<file path="src/rtl/spwm_pkg.sv">
// Shared types and defaults for the SPWM gate-drive stage.
package spwm_pkg;

  localparam int unsigned DT_W_DEF      = 8;
  localparam int unsigned MIN_PULSE_DEF = 4;

  typedef enum logic [2:0] {
    ST_OFF,
    ST_DT_H,
    ST_HIGH,
    ST_DT_L,
    ST_LOW,
    ST_FAULT
  } dt_state_t;

endpackage

</file>
<file path="src/rtl/sync_2ff.sv">
// Two-flop synchronizer with synchronous active-high reset.
module sync_2ff (
  input  logic clk,
  input  logic rst,
  input  logic d,
  output logic q
);

  logic meta;

  always_ff @(posedge clk) begin
    if (rst) begin
      meta <= 1'b0;
      q    <= 1'b0;
    end else begin
      meta <= d;
      q    <= meta;
    end
  end

endmodule

</file>
<file path="src/rtl/spwm_deadtime.sv">
// Complementary gate drive with programmable dead time, enable gate and latched fault.
// Optional minimum HIGH/LOW dwell enabled by defining SPWM_DT_MINPULSE_EN.
module spwm_deadtime
  import spwm_pkg::*;
#(
  parameter int unsigned DT_W      = DT_W_DEF,
  parameter int unsigned MIN_PULSE = MIN_PULSE_DEF
) (
  input  logic            clk,
  input  logic            rst,
  input  logic            refresh,
  input  logic [DT_W-1:0] dead_time,
  input  logic            enable,
  input  logic            pwm_in,
  input  logic            fault,
  input  logic            fault_clr,
  output logic            out_h,
  output logic            out_l,
  output logic            fault_latched
);

  if (DT_W == 0 || MIN_PULSE == 0) begin : g_bad_params
    $error("DT_W and MIN_PULSE must both be at least 1");
  end

  dt_state_t       state, state_n;
  logic [DT_W-1:0] cnt, cnt_n;
  logic [DT_W-1:0] dt_reg;
  logic            pwm_q;
  logic            fault_s;
  logic            exit_ok;

  sync_2ff u_fault_sync (
    .clk (clk),
    .rst (rst),
    .d   (fault),
    .q   (fault_s)
  );

`ifdef SPWM_DT_MINPULSE_EN
  localparam int unsigned DWELL_W = $clog2(MIN_PULSE + 1);
  logic [DWELL_W-1:0] dwell;

  // dwell counts cycles spent in the current state, saturating at MIN_PULSE
  always_ff @(posedge clk) begin
    if (rst) begin
      dwell <= '0;
    end else if (state_n != state) begin
      dwell <= DWELL_W'(1);
    end else if (dwell < DWELL_W'(MIN_PULSE)) begin
      dwell <= dwell + DWELL_W'(1);
    end
  end

  assign exit_ok = (dwell >= DWELL_W'(MIN_PULSE));
`else
  assign exit_ok = 1'b1;
`endif

  always_comb begin
    state_n = state;
    cnt_n   = cnt;
    if (fault_s) begin
      state_n = ST_FAULT;
    end else if (state == ST_FAULT) begin
      if (fault_clr) state_n = ST_OFF;
    end else if (!enable) begin
      state_n = ST_OFF;
    end else begin
      case (state)
        ST_OFF: begin
          state_n = ST_DT_L;
          cnt_n   = dt_reg;
        end
        ST_LOW: begin
          if (pwm_q && exit_ok) begin
            state_n = ST_DT_H;
            cnt_n   = dt_reg;
          end
        end
        ST_HIGH: begin
          if (!pwm_q && exit_ok) begin
            state_n = ST_DT_L;
            cnt_n   = dt_reg;
          end
        end
        // out_h was never driven here, so a dropped request can fall straight back to LOW
        ST_DT_H: begin
          if (!pwm_q)                  state_n = ST_LOW;
          else if (cnt == DT_W'(1))    state_n = ST_HIGH;
          else                         cnt_n   = cnt - DT_W'(1);
        end
        ST_DT_L: begin
          if (cnt == DT_W'(1)) state_n = ST_LOW;
          else                 cnt_n   = cnt - DT_W'(1);
        end
        default: state_n = ST_OFF;
      endcase
    end
  end

  always_ff @(posedge clk) begin
    if (rst) begin
      state         <= ST_OFF;
      cnt           <= '0;
      dt_reg        <= DT_W'(1);
      pwm_q         <= 1'b0;
      out_h         <= 1'b0;
      out_l         <= 1'b0;
      fault_latched <= 1'b0;
    end else begin
      state         <= state_n;
      cnt           <= cnt_n;
      pwm_q         <= pwm_in;
      out_h         <= (state_n == ST_HIGH);
      out_l         <= (state_n == ST_LOW);
      fault_latched <= (state_n == ST_FAULT);
      if (refresh) dt_reg <= (dead_time == '0) ? DT_W'(1) : dead_time;
    end
  end

  a_no_overlap: assert property (@(posedge clk) !(out_h && out_l));

endmodule
</file>
<file path="config.mk">
export PLATFORM = sky130hd
export DESIGN_NAME = spwm_deadtime
export DESIGN_NICKNAME = d
export VERILOG_FILES = /design/src/rtl/spwm_pkg.sv /design/src/rtl/sync_2ff.sv /design/src/rtl/spwm_deadtime.sv
export SDC_FILE = /design/constraint.sdc
export NUM_CORES = 1
export LEC_CHECK = 0
export ABC_AREA = 1
export CAP_MARGIN = 20
export CELL_PAD_IN_SITES_DETAIL_PLACEMENT = 0
export CELL_PAD_IN_SITES_GLOBAL_PLACEMENT = 1
export CORE_AREA = 2 2 66 68
export DETAILED_ROUTE_END_ITERATION = 8
export DIE_AREA = 0 0 68 70
export GPL_TIMING_DRIVEN = 0
export PLACE_DENSITY = 0.79
export RECOVER_POWER = 100
export SYNTH_ARGS = -nofsm -noshare
export SYNTH_HDL_FRONTEND = slang
export SYNTH_SLANG_ARGS = --single-unit
</file>
<file path="constraint.sdc">
create_clock -name clk -period 1.3 [get_ports clk]
set_input_delay 0.26 -clock clk [delete_from_list [all_inputs] [get_ports clk]]
set_output_delay 0.26 -clock clk [all_outputs]
set_load 0.05 [all_outputs]
</file>
==> impl_metrics.csv <==
group,metric,value,unit
power,p_int,0.00132,W
yosys,synthArstFlopShare,0,%
timing,rsz0062_at_grt,"yes",
drt,drt_iter0_markers,51,
drt,drc_errors,0,
setup_path,cp-start-kind,"register",
clocking,cts-hold-fix-buffers,0,
final_layout,n_antenna_cell,0,
floorplan,coreArea,4140,µm²
final_layout,area_delta_synth_final,42.2,%
setup_path,timing.rr.end,"cnt[3]",
final_layout,drive_above_1_share,30.7,%
timing,setup_viol,1,
floorplan,start_util,31.8,%
final_layout,fillerInstances,443,
drt,wire_per_inst,11.4,µm
timing,tns,-0.0179,ns
setup_path,crit_path_max_fanout,5,
setup_path,rr_startpoint,"cnt[1]",
yosys,ys_warn_count,0,
placement,placedCellCount,270,
yosys,synth_top_area_share,38.0,%
power,clockPowerShare,24.6,%
power,swShare,34.8,%
final_layout,regArea,520,µm²
clocking,clk_latency,0.28,ns
power,pwr-share-comb,31.0,%
timing,fin_skew,0.00676,ns
power,ir_drop,0.540,mV
final_layout,multi_input_area,857,µm²
clocking,cts_buffers,3,
timing,hold-worst-slack,0.410,ns
yosys,synth.avg_cell_area,6.53,µm²
clocking,cts.sinks,25,
timing,fin_ws,-0.0179,ns
drt,vias,1323,
clocking,clkSlewWorstSetupHoldPaths,0.10,ns
clocking,clockBufferDepth,2,
drt,via_per_inst,4.67,
power,netSwitchingPower,0.000701,W
yosys,syn_area,1320,µm²
yosys,synth_top_cell_by_area,"dfxtp_1",
timing,hold_viol,0,
floorplan,fp-row-count,24,
power,power.leakage,0.832,nW
power,p_total,0.00202,W
timing,min_period,1.32,ns
yosys,synthTopCellsByArea,"dfxtp_1, nand2_1, nor2_1, inv_1, nand3_1",
setup_path,critical_path_class,"register to register",
placement,hpwl,2190,µm
timing,tightest_slew,0.583,ns
yosys,syn_inst,202,
global_route,grt_pass1_vias,1192,
clocking,tritoncts,"done",
global_route,grt_pass1_wl,5440,µm
yosys,synth_edf_count,0,
setup_path,reg2regPathDepth,9,
worst_hold_path,whs_path_depth,2,
final_layout,layout.nets,249,
drt,firstDrtPassIters,5,
clocking,cts_root_buffer,"clkbuf_8",
worst_hold_path,hp-start,"u_fault_sync.meta",
power,seq_power_share,44.4,%
final_layout,stdcell_count,283,
timing,min_period_over_period,101,%
placement,pre_cts_slack,-0.239,ns
yosys,synth-seq-cells,25,
setup_path,endpoint_kind,"register",
floorplan,chipHeight,70,µm
setup_path,arrival,1.50,ns
global_route,antenna_found_initial,0,
power,powerDensity,1080,nW/µm²
floorplan,die-area,4760,µm²
yosys,yosys_most_used_dff,"dfxtp_1",
yosys,seq_area_frac_synth,38.0,%
worst_hold_path,hold_class,"register to register",
setup_path,reg2reg_slack,-0.02,ns
timing,final_max_slew_viol_count,0,
placement,portBuffers,16,
run_status,outcome,"finished with violations",
setup_path,required,1.48,ns
floorplan,io_pins,18,
yosys,synth.distinct_cells,23,
floorplan,die_x,68,µm
run,maxCapViolCount,0,
worst_hold_path,min_to,"u_fault_sync.q",
global_route,grt_remaining_overflow,0,
placement,place.gp.congestion,0.787,
clocking,cts_max_level,1,
yosys,syn_nets,219,
drt,detail-route-antenna-nets,0,
run_status,violations,"negative setup slack",
drt,wirelength,3230,µm
timing,max_freq,759,MHz
global_route,grt_max_degree,17,
timing,slew_headroom,61.1,%
global_route,grt_usage,14.9,%
[layout by cell type (no fill, tap or decap), types with 4 or more instances in the layout]
cell,instances
nor2_2,5
dfxtp_4,4
buf_4,6
dfxtp_1,17
nand2_1,33
o21ai_0,13
clkdlybuf4s50_1,12
inv_2,4
nand2_4,6
inv_1,26
a21oi_2,6
dfxtp_2,4
o21ai_1,7
a21oi_1,5
nand3_1,11
nand2_2,6
nor2_1,29
[worst max-delay path by stage]
| stage | from | cells after the start | slack [ns] | to |
|---|---|---|---|---|
| global placement | enable | 8 | -0.25 | cnt[3] |
| detailed placement | enable | 8 | -0.24 | cnt[5] |
| floorplan | cnt[1] | 9 | 0.03 | cnt[3] |
| CTS | cnt[1] | 9 | -0.003 | cnt[3] |
| finish | cnt[1] | 9 | -0.02 | cnt[3] |
| global route | cnt[1] | 9 | -0.09 | cnt[3] |
[stage by stage]
stage / utilization [%] / cell area, µm²
floorplan: - / 1320
global placement: 37.3 / 1540
detailed placement: 37.3 / 1540
CTS: 41.1 / 1700
global route: 45.3 / 1880
finish: 45.3 / 1880
[cell usage after synthesis (2+ instances only)]
cell and instances:
clkbuf_1 2, nand3_2 2, nor2_1 33, nand4_1 2, nand2_2 4, nand3_1 14
o21ai_1 9, o21ai_0 14, nand2_1 41, dfxtp_1 25, inv_2 3, nor2_2 3
a21oi_1 11, ha_1 2, inv_1 29
[cell type report]
| class | instances | share of cell area (%) |
|---|---|---|
| Multi-Input combinational cell | 141 | 45.7 |
| Sequential cell | 25 | 27.8 |
| Timing Repair Buffer | 24 | 12.0 |
| Inverter | 33 | 7.14 |
| Tap cell | 52 | 3.47 |
| Clock buffer | 3 | 2.20 |
| Buffer | 4 | 1.27 |
| Clock inverter | 1 | 0.467 |
[critical path: stages, from the launching register on]
cell	delay [ns]
dfxtp_2	0.34
inv_4	0.06
ha_4	0.13
nand3_4	0.08
nor2_4	0.16
nand2_4	0.08
nand2_4	0.11
nor2_4	0.07
a21oi_2	0.13
nor2_1	0.04
[per-layer routing]
metal	part of all wire [%]	up-vias	global-route usage, %
met4	1.9	0	6.67
met5	0	-	0
met2	49	27	22.7
li1	-	694	-
met3	2.6	5	1.93
met1	47	597	20.7
[power by group through the flow]
stage	clock, W	sequential (W)	combinational [W]
5_1_grt	0.000542	0.000905	0.000696
3_3_place_gp	0	0.000896	0.000466
4_1_cts	0.000510	0.000885	0.000530
6_report	0.000497	0.000895	0.000626
2_1_floorplan	0	0.000896	0.000327
3_5_place_dp	0	0.000896	0.000463
[kinds of logic (layout without fill, tap and decap cells)]
family | after synthesis | after routing | share of synthesized area, %
adders and majority gates | 2 | 2 | 1.90
and+or+nand+nor | 103 | 104 | 35.5
AOI/OAI and AO/OA | 35 | 35 | 13.5
buffers and inverters | 37 | 65 | 11.2
DFF | 25 | 25 | 38.0
[repair_timing]
item	in CTS	in global routing
gates resized for setup	30	41
endpoints found under the setup margin	16	10
pin swaps	7	15
cloned	1	1
buffers inserted	4	3
Note: power is estimated with default switching activity, not from simulation.
